==> src/rtl/dsp48a1_op_sequencer.sv <==
// dsp48a1_op_sequencer: issues operand commands to one DSP48A1 slice, tracks in-flight ops and
// returns P through a credit-protected FIFO. Define DSP_SEQ_CARRY_FLAG_EN to carry CARRYOUT too.
module dsp48a1_op_sequencer #(
   parameter int LATENCY    = 4,
   parameter int FIFO_DEPTH = 4
) (
   input  logic        clk,
   input  logic        rst_n,
   input  logic        cmd_valid_i,
   output logic        cmd_ready_o,
   input  logic [1:0]  cmd_op_i,
   input  logic        cmd_last_i,
   input  logic [17:0] cmd_a_i,
   input  logic [17:0] cmd_b_i,
   input  logic [17:0] cmd_d_i,
   input  logic [47:0] cmd_c_i,
   output logic [17:0] dsp_a_o,
   output logic [17:0] dsp_b_o,
   output logic [17:0] dsp_d_o,
   output logic [47:0] dsp_c_o,
   output logic [7:0]  dsp_opmode_o,
   output logic        dsp_ce_o,
   output logic        dsp_rst_o,
   input  logic [47:0] dsp_p_i,
`ifdef DSP_SEQ_CARRY_FLAG_EN
   input  logic        dsp_carryout_i,
   output logic        res_carry_o,
`endif
   output logic        res_valid_o,
   input  logic        res_ready_i,
   output logic [47:0] res_data_o,
   output logic        err_proto_o
);
`ifdef DSP_SEQ_CARRY_FLAG_EN
   localparam int FW = 49;
`else
   localparam int FW = 48;
`endif
   localparam int AW = $clog2(FIFO_DEPTH);
   localparam int CW = AW + 1;
   localparam int IW = $clog2(LATENCY + 2);
   localparam int TW = $clog2(LATENCY) + 1;

   typedef enum logic [1:0] {S_FLUSH, S_IDLE, S_CHAIN} state_t;

   state_t             state_q, state_d;
   logic [TW-1:0]      fcnt_q, fcnt_d;
   logic               ce_q, err_q, err_d, iss_q, iss_emit_q;
   logic [LATENCY-1:0] vld_q, emit_q;
   logic [17:0]        a_q, b_q, d_q;
   logic [47:0]        c_q;
   logic [7:0]         opmode_q, opmode_d;
   logic [FW-1:0]      mem_q [FIFO_DEPTH];
   logic [FW-1:0]      fifo_in;
   logic [AW-1:0]      wptr_q, rptr_q;
   logic [CW-1:0]      cnt_q;
   logic [IW-1:0]      emit_cnt;
   logic               is_mac, emit_n, busy, hazard, fire, push, pop;

   always_comb begin
      is_mac = cmd_op_i == 2'b11;
      emit_n = !is_mac || cmd_last_i;
      opmode_d = cmd_op_i == 2'b00 ? 8'h01 : cmd_op_i == 2'b01 ? 8'h11 :
                 cmd_op_i == 2'b10 ? 8'h0D : state_q == S_CHAIN ? 8'h09 : 8'h01;
      emit_cnt = IW'(iss_emit_q);
      for (int i = 0; i < LATENCY; i++) emit_cnt = emit_cnt + IW'(emit_q[i]);
      busy = iss_q || vld_q != '0;
      // OPMODE is one register shared by every slice stage; only the in-chain 01->09 step may overlap
      hazard = busy && opmode_d != opmode_q && !(state_q == S_CHAIN && is_mac);
      cmd_ready_o = state_q != S_FLUSH && !hazard && int'(cnt_q) + int'(emit_cnt) < FIFO_DEPTH;
      fire = cmd_valid_i && cmd_ready_o;
      fcnt_d = state_q == S_FLUSH ? fcnt_q + TW'(1) : '0;
      err_d = err_q || (fire && state_q == S_CHAIN && !is_mac);
      state_d = state_q == S_FLUSH ? (fcnt_q == TW'(LATENCY - 1) ? S_IDLE : S_FLUSH) :
                !fire ? state_q : (is_mac && !cmd_last_i) ? S_CHAIN : S_IDLE;
   end

   always_ff @(posedge clk or negedge rst_n) begin
      if (!rst_n) begin
         state_q    <= S_FLUSH;
         fcnt_q     <= '0;
         ce_q       <= 1'b0;
         err_q      <= 1'b0;
         iss_q      <= 1'b0;
         iss_emit_q <= 1'b0;
         vld_q      <= '0;
         emit_q     <= '0;
         a_q        <= '0;
         b_q        <= '0;
         d_q        <= '0;
         c_q        <= '0;
         opmode_q   <= '0;
      end else begin
         state_q    <= state_d;
         fcnt_q     <= fcnt_d;
         ce_q       <= 1'b1;
         err_q      <= err_d;
         iss_q      <= fire;
         iss_emit_q <= fire && emit_n;
         vld_q      <= {vld_q[LATENCY-2:0], iss_q};
         emit_q     <= {emit_q[LATENCY-2:0], iss_emit_q};
         if (fire) begin
            a_q      <= cmd_a_i;
            b_q      <= cmd_b_i;
            d_q      <= cmd_d_i;
            c_q      <= cmd_c_i;
            opmode_q <= opmode_d;
         end
      end
   end

`ifdef DSP_SEQ_CARRY_FLAG_EN
   assign fifo_in     = {dsp_carryout_i, dsp_p_i};
   assign res_carry_o = mem_q[rptr_q][48];
`else
   assign fifo_in = dsp_p_i;
`endif
   // credits guarantee a free slot whenever an emit flag leaves the tracker
   assign push = emit_q[LATENCY-1];
   assign pop  = res_valid_o && res_ready_i;

   always_ff @(posedge clk or negedge rst_n) begin
      if (!rst_n) begin
         for (int i = 0; i < FIFO_DEPTH; i++) mem_q[i] <= '0;
         wptr_q <= '0;
         rptr_q <= '0;
         cnt_q  <= '0;
      end else begin
         if (push) begin
            mem_q[wptr_q] <= fifo_in;
            wptr_q        <= wptr_q + AW'(1);
         end
         if (pop) rptr_q <= rptr_q + AW'(1);
         cnt_q <= cnt_q + CW'(push) - CW'(pop);
      end
   end

   assign res_valid_o  = cnt_q != '0;
   assign res_data_o   = mem_q[rptr_q][47:0];
   assign dsp_a_o      = a_q;
   assign dsp_b_o      = b_q;
   assign dsp_d_o      = d_q;
   assign dsp_c_o      = c_q;
   assign dsp_opmode_o = opmode_q;
   assign dsp_ce_o     = ce_q;
   assign dsp_rst_o    = state_q == S_FLUSH;
   assign err_proto_o  = err_q;
endmodule

==> config.mk <==
export PLATFORM = sky130hd
export DESIGN_NAME = dsp48a1_op_sequencer
export DESIGN_NICKNAME = d
export VERILOG_FILES = /design/src/rtl/dsp48a1_op_sequencer.sv
export SDC_FILE = /design/constraint.sdc
export NUM_CORES = 1
export LEC_CHECK = 0
export BUFFER_PORTS_ARGS = -buffer_cell sky130_fd_sc_hd__buf_2
export CORE_MARGIN = 3
export CORE_UTILIZATION = 50
export DETAILED_ROUTE_END_ITERATION = 7
export GPL_TIMING_DRIVEN = 0
export PLACE_DENSITY = 0.75
export SLEW_MARGIN = 15
export SYNTH_ARGS = -nofsm -noshare
export SYNTH_HDL_FRONTEND = slang
export SYNTH_SLANG_ARGS = --single-unit
==> constraint.sdc <==
create_clock -name clk -period 6.9 [get_ports clk]
set_clock_uncertainty 0.15 [all_clocks]
set_input_delay 0.69 -clock clk [delete_from_list [all_inputs] [get_ports clk]]
set_output_delay 0.69 -clock clk [all_outputs]
set_load 0.01 [all_outputs]
==> flow_summary.json, run 1 <==
{
  "outcome": "finished clean",
  "cts_tree": "yes",
  "final.setup.tns_ns": 0,
  "gp_congestion": 0.756,
  "cts.clk_slew.worst_paths_ns": 0.06,
  "fin_crit_sh_pct": 51.9,
  "crit_fanout": 2,
  "reg2reg_slack_ns": 3.57,
  "drt_iter0_drc": 302,
  "cp-startpoint": "iss_emit_q",
  "relSlewSlack_pct": 36.5,
  "clkLatencyLatePin_ns": 0.50,
  "critical_path_class": "register to output port",
  "grt_max_degree": 105,
  "ant_nets": 0,
  "switching_share_pct": 31.4,
  "grt_use_met1_pct": 25.8,
  "ys_top_cells_by_count": "dfrtp_1 (322), mux2_2 (269), mux4_2 (48), mux2_4 (28), clkbuf_1 (24)",
  "critPathCaptureType": "output port",
  "arrival_ns": 2.74,
  "grt_pass1_vias": 8846,
  "hpwl_um": 21300,
  "hold_viol": 0,
  "met3_usage_pct": 5.61,
  "grt_use_total_pct": 21.0,
  "drcViolationCount": 0,
  "syn2layout_area_growth_pct": 25.3,
  "max_freq_ghz": 0.279,
  "multi_input_area_um2": 5100,
  "whs_ns": 0.219,
  "tightest_slew_ns": 0.952,
  "cts-root-buf": "clkbuf_16",
  "syn_area_per_cell_um2": 16.9,
  "grt_pass1_wl_um": 47700,
  "antenna_found_initial": 2,
  "grt_busiest_layer": "met2",
  "syn_inst": 795,
  "vdd_ir_drop_max_mv": 0.295,
  "setup_viol": 0,
  "die_height_um": 170,
  "overflow": 0,
  "num_rows": 59,
  "seqCellArea_um2": 8060,
  "synthArstFlopShare_pct": 100,
  "worst_setup_path_start_kind": "register",
  "hold_start": "iss_q",
  "yosysTopAreaCell": "dfrtp_1",
  "drt-pass1-iter-count": 4,
  "synth_area_leaders": "dfrtp_1 (60%), mux2_2 (23%), mux4_2 (8.1%), mux2_4 (3.1%), ha_1 (1.0%)",
  "cts.htree.levels": 2,
  "cts_sinks": 322,
  "slew_viol_final": 0,
  "critPathRequiredTime_ns": 6.06,
  "fin_nets": 1326,
  "power_mw": 9.04,
  "synth_edf_count": 0,
  "cts_setup_buffers": 0,
  "cts_resized": 0,
  "routedWlPerCell_um": 19.9,
  "ios": 320,
  "drv_cap": 0,
  "die_area_um2": 28800,
  "drive_above_1_share_pct": 63.0,
  "p_sw_mw": 2.84,
  "clockPowerShare_pct": 22.6,
  "rr_startpoint": "iss_emit_q",
  "cts_buffers": 36,
  "yosysMostFrequentCell": "dfrtp_1",
  "port_buffers": 315,
  "core_area_um2": 26200,
  "combPwrFrac_pct": 40.5,
  "ys.flop_type": "dfrtp_1",
  "period_minus_slack_ns": 3.58,
  "fill_cells": 1921,
  "rsz0062_at_grt": "no",
  "cts_buffer_depth": 3,
  "p_leak_nw": 7.85,
  "yosysUniqueCellTypes": 41,
  "num_vias": 8068,
  "hold_path.class": "register to register",
  "fin_util_pct": 64.1,
  "seq_power_share_pct": 36.8,
  "met2_usage_pct": 36.6,
  "drt-total-wl_um": 30200,
  "synth_seq_cells": 322,
  "yosysWarnings": 0,
  "powerDensity_nw_per_um2": 538,
  "start_util_pct": 51.2,
  "post_drt_via_cell_ratio": 5.32,
  "yosysSeqAreaShare_pct": 60.1,
  "p_int_mw": 6.20,
  "synth_area_um2": 13400,
  "synth_top_area_share_pct": 60.1,
  "die_w_um": 170
}
## flip-flops by register name, indices dropped and copies added (netlist names), 2 cells and up
register      count
cnt_q             3
dsp_a_o          18
dsp_b_o          18
dsp_c_o          48
dsp_d_o          18
dsp_opmode_o      4
emit_q            4
fcnt_q            3
mem_q           192
rptr_q            2
state_q           2
vld_q             4
wptr_q            2
## through the flow
step,instance area [um^2],instances,setup WS (ns)
after floorplan,13400,798,3.95
after global placement,15400,1448,-1.09
after detailed placement,15500,1451,3.56
after CTS,16800,1515,3.28
after global routing,16800,1515,3.14
final,16800,1516,3.32
## worst paths after layout
| path | cells past startpoint | end |
|---|---|---|
| max reg2reg | 10 | dsp_c_o[22] |
| min reg2reg | 0 | vld_q[0] |
| max in group asynchronous | 4 | dsp_c_o[22] |
| min in group asynchronous | 2 | dsp_ce_o |
| max | 7 | cmd_ready_o |
| min | 0 | vld_q[0] |
## layout make-up
class	instances	share of cell area (%)
inverter	10	0.223
tap	335	2.49
multi-input combinational	419	30.3
sequential	322	48.0
clock inverter	18	1.63
antenna	1	0.0149
clock buffer	45	5.99
timing repair buffer	319	9.99
buffer	47	1.37
## critical path: stages (launching register included)
cell and delay (ns):
dfrtp_1 0.40, fa_1 0.50, fa_1 0.38, ha_1 0.19
nor3_1 0.31, nand3_1 0.16, a21oi_1 0.14, buf_2 0.16
## repair_timing
action	in CTS	in global routing
hold endpoints to repair	19	0
hold buffers	1	0
endpoints found under the setup margin	0	0
## layout by cell type, fill, tap and decap left out, types with 5 or more instances in the layout
master / netlist / final
buf_1: 8 / 8
buf_2: 7 / 321
bufinv_16: 0 / 7
clkbuf_1: 24 / 27
clkbuf_16: 0 / 37
clkbuf_8: 0 / 5
clkinv_2: 0 / 8
conb_1: 2 / 5
dfrtp_1: 322 / 322
ha_1: 11 / 11
inv_1: 10 / 10
mux2_2: 269 / 269
mux2_4: 28 / 28
mux4_2: 48 / 48
nand2_1: 9 / 9
nor2_1: 5 / 5
## layer usage
layer  vias to the layer above  wire length, um
met2                       241            15600
met5                         -               27
met1                      4183            11900
met4                         4              696
li1                       3592                -
met3                        48             1950
## power groups by stage
stage	Sequential, mW	Combinational, mW	Clock (mW)
after floorplan	3.38	2.36	0
final	3.33	3.66	2.05
after detailed placement	3.34	3.72	0
after CTS	3.33	3.73	2.08
after global routing	3.44	3.95	2.18
after global placement	3.29	3.62	0
## kinds of logic (layout without fill, tap and decap cells)
| group | after synthesis | count (layout) | synth area share (%) |
|---|---|---|---|
| multiplexers | 347 | 347 | 33.9 |
| flip-flops | 322 | 322 | 60.1 |
| buffers and inverters | 57 | 439 | 2.00 |
| AND/OR/NAND/NOR | 35 | 35 | 1.39 |
| adder cells (fa/ha/maj) | 14 | 14 | 1.47 |
| AO/OA/AOI/OAI | 12 | 12 | 0.681 |
| XOR/XNOR | 6 | 6 | 0.392 |
| other | 2 | 6 | 0.0560 |
(Power assumes the default switching activity.)
==> run 2: changes to the inputs <==
--- a/config.mk
+++ b/config.mk
@@ -5,12 +5,13 @@
 export SDC_FILE = /design/constraint.sdc
 export NUM_CORES = 1
 export LEC_CHECK = 0
+export ABC_AREA = 1
 export BUFFER_PORTS_ARGS = -buffer_cell sky130_fd_sc_hd__buf_2
 export CORE_MARGIN = 3
-export CORE_UTILIZATION = 50
+export CORE_UTILIZATION = 48
 export DETAILED_ROUTE_END_ITERATION = 7
 export GPL_TIMING_DRIVEN = 0
-export PLACE_DENSITY = 0.75
+export PLACE_DENSITY = 0.76
 export SLEW_MARGIN = 15
 export SYNTH_ARGS = -nofsm -noshare
 export SYNTH_HDL_FRONTEND = slang
==> constraint.sdc (replaced) <==
create_clock -name clk -period 2.9 [get_ports clk]
set_clock_uncertainty 0.15 [all_clocks]
set_input_delay 0.29 -clock clk [delete_from_list [all_inputs] [get_ports clk]]
set_output_delay 0.29 -clock clk [all_outputs]
set_load 0.01 [all_outputs]
==> run 2 against run 1 <==
Synthesized cell count increased by 89%. Critical path depth increased by 1. Non-clock buffer count increased by 208. First-iteration DRC count increased to 3.2 times the previous value. Highest routed layer is now met4. Worst setup slack got worse by 3.4 ns. Critical path type unchanged. The run now ends with setup timing left. Synthesized area decreased by 0.96%. Via count increased by 60%. Core utilization increased by 2.9 points. Flip-flop and latch count unchanged. Global-route usage increased by 8.7 points. Cell count increased by 59%.
==> flow_summary.json, run 2 <==
{
  "outcome": "finished, violations left",
  "violations": "setup timing",
  "crit_chain": "fa_1 -> fa_2 -> ha_2 -> nor3_2 -> and3_4 -> nand2_1 -> inv_1 -> buf_2",
  "yosysWarnings": 0,
  "relSlewSlack_pct": 54.3,
  "synthAdderAreaFrac_pct": 1.49,
  "setup_viol": 4,
  "cts.htree.levels": 2,
  "r2r-end": "dsp_c_o[4]",
  "worst_slack_ns": -0.0667,
  "fin_util_pct": 67.1,
  "grt_use_total_pct": 29.7,
  "synthArstFlopShare_pct": 100,
  "start_util_pct": 49.0,
  "cts.clk_slew.worst_paths_ns": 0.06,
  "syn2layout_area_growth_pct": 36.8,
  "tightest_slew_ns": 0.680,
  "layout_commonest_cell": "nand2_1",
  "num_rows": 60,
  "synth_edf_count": 0,
  "synth_mux_area_share_pct": 0,
  "dpl.cell_count": 2196,
  "cts_sinks": 322,
  "cts_buffers": 35,
  "synth_area_leaders": "dfrtp_1 (61%), nand2_1 (15%), o21ai_0 (10%), nor2_1 (2.9%), o22ai_1 (2.3%)",
  "core_area_um2": 27100,
  "cts_buffer_depth": 3,
  "grt_max_degree": 107,
  "num_vias": 12900,
  "syn_area_per_cell_um2": 8.84,
  "cts_tree": "yes",
  "die_height_um": 172,
  "synth_top_family_by_area": "simple AND/OR/NAND/NOR gates",
  "die_area_um2": 29700,
  "hpwl_um": 27800,
  "post_drt_via_cell_ratio": 5.35,
  "yosysTopAreaCell": "dfrtp_1",
  "synth_simple_gate_area_share_pct": 18.4,
  "synth_top_area_share_pct": 60.7,
  "critPathCaptureType": "output port",
  "ios": 320,
  "max_freq_ghz": 0.337,
  "drive_above_1_share_pct": 20.6,
  "r2r_cells": 11,
  "crit_slowest_cell": "fa_1",
  "fill_cells": 1988,
  "crit_fanout": 2,
  "ys.flop_type": "dfrtp_1",
  "rr_startpoint": "emit_q[2]",
  "crit_path_max_incr_delay_ns": 0.50,
  "yosysMostFrequentCell": "nand2_1",
  "drv_cap": 0,
  "hold_path.class": "input pin to asynchronous set/reset pin",
  "slew_viol_final": 0,
  "drt-pass1-iter-count": 6,
  "port_buffers": 315,
  "yosys.area_share.xor_xnor_pct": 0.330,
  "worst_setup_path_start_kind": "register",
  "multi_input_area_um2": 4500,
  "routedWlPerCell_um": 18.6,
  "powerDensity_nw_per_um2": 1180,
  "layout_common_cells": "nand2_1 (527), dfrtp_1 (322), buf_2 (321), o21ai_0 (276), dlygate4sd3_1 (155)",
  "die_w_um": 172,
  "rsz0062_at_grt": "yes",
  "grt_pass1_wl_um": 69300,
  "vdd_ir_drop_max_mv": 0.612,
  "final_area_um2": 18200,
  "fin_nets": 2189,
  "clkLatencyLatePin_ns": 0.52,
  "cts-root-buf": "clkbuf_16",
  "detailed_place.area_um2": 15400,
  "drt_iter0_drc": 955,
  "final.setup.tns_ns": -0.118,
  "gp_congestion": 0.884,
  "drt-total-wl_um": 44800,
  "yosysUniqueCellTypes": 27,
  "synth_seq_cells": 322,
  "reg2reg_slack_ns": -0.03,
  "antenna_found_initial": 2,
  "drcViolationCount": 0,
  "syn_inst": 1503,
  "critical_path_class": "register to output port",
  "hold_viol": 0,
  "ant_nets": 0,
  "arrival_ns": 2.53,
  "largest_register": "mem_q",
  "final-instance-count-excl-fill": 2416,
  "yosysSeqAreaShare_pct": 60.7,
  "synth_area_um2": 13300,
  "period_minus_slack_ns": 2.97,
  "overflow": 0,
  "largest_reg_flops": 192,
  "p_leak_nw": 9.51,
  "synth_compound_area_share_pct": 13.4,
  "fin_crit_sh_pct": 102,
  "grt_pass1_vias": 13100,
  "ys_top_cells_by_count": "nand2_1 (527), dfrtp_1 (322), o21ai_0 (276), nor2_1 (103), inv_1 (74)",
  "critPathRequiredTime_ns": 2.46,
  "seqCellArea_um2": 8060
}
## run 2: final cells by class
type	instances	share of cell area, %
Sequential cell	322	44.3
Multi-Input combinational cell	1010	24.7
Timing Repair Buffer	475	17.8
Clock buffer	50	5.52
Buffer	99	2.88
Tap cell	372	2.56
Inverter	75	1.56
Clock inverter	11	0.558
Antenna cell	2	0.0275
## run 2: what timing repair did
item	in CTS	in global routing
hold buffers	155	0
endpoints found under the setup margin	60	108
buffers inserted	2	0
pin swaps	2	0
resized for setup	19	19
hold endpoints to repair	515	0
## run 2: how the worst max path moves through the flow
stage | start | end | depth (start not counted)
2_1_floorplan | iss_emit_q | dsp_a_o[0] | 10
3_3_place_gp | rst_n | dsp_a_o[11] | 1
3_5_place_dp | iss_emit_q | dsp_b_o[7] | 10
4_1_cts | emit_q[2] | cmd_ready_o | 8
5_1_grt | emit_q[2] | cmd_ready_o | 8
6_report | emit_q[2] | cmd_ready_o | 8
## run 2: through the flow
step                      hold slack [ns]  setup slack [ns]  total power, mW
after floorplan                    -0.156             0.318             12.9
after global placement              0.211             -4.64             16.1
after detailed placement          -0.0322           -0.0149             16.4
after CTS                          0.0276           -0.0783             21.1
after global routing               0.0450            -0.151             22.8
final                              0.0435           -0.0667             21.4
## run 2: cell families (layout without fill, tap and decap cells)
family | Yosys count | in the layout
AND/OR/NAND/NOR | 643 | 643
AO/OA/AOI/OAI | 343 | 343
flip-flops | 322 | 322
buffers and inverters | 174 | 710
adder cells (fa/ha/maj) | 14 | 14
XOR/XNOR | 5 | 5
other | 2 | 7
## run 2: per-layer routing
metal | share of wire [%] | track usage [%] | vias to the layer above
met5 | 0 | 0 | -
met4 | 5.5 | 16.1 | 0
met3 | 7.6 | 5.62 | 160
met2 | 50 | 50.5 | 704
met1 | 37 | 35.7 | 6235
li1 | - | - | 5831
## run 2: where the power goes
part	internal, mW	total (mW)	switching, mW
clock network	2.51	4.33	1.82
registers	6.70	7.98	1.28
logic	3.40	9.11	5.71
## run 2: critical path: cells and delay by family (launching register included)
| kind | cells | cell delay (ns) |
|---|---|---|
| simple gates | 3 | 0.44 |
| fa+ha+maj | 3 | 1.02 |
| flops | 1 | 0.40 |
| buf+inv | 2 | 0.16 |
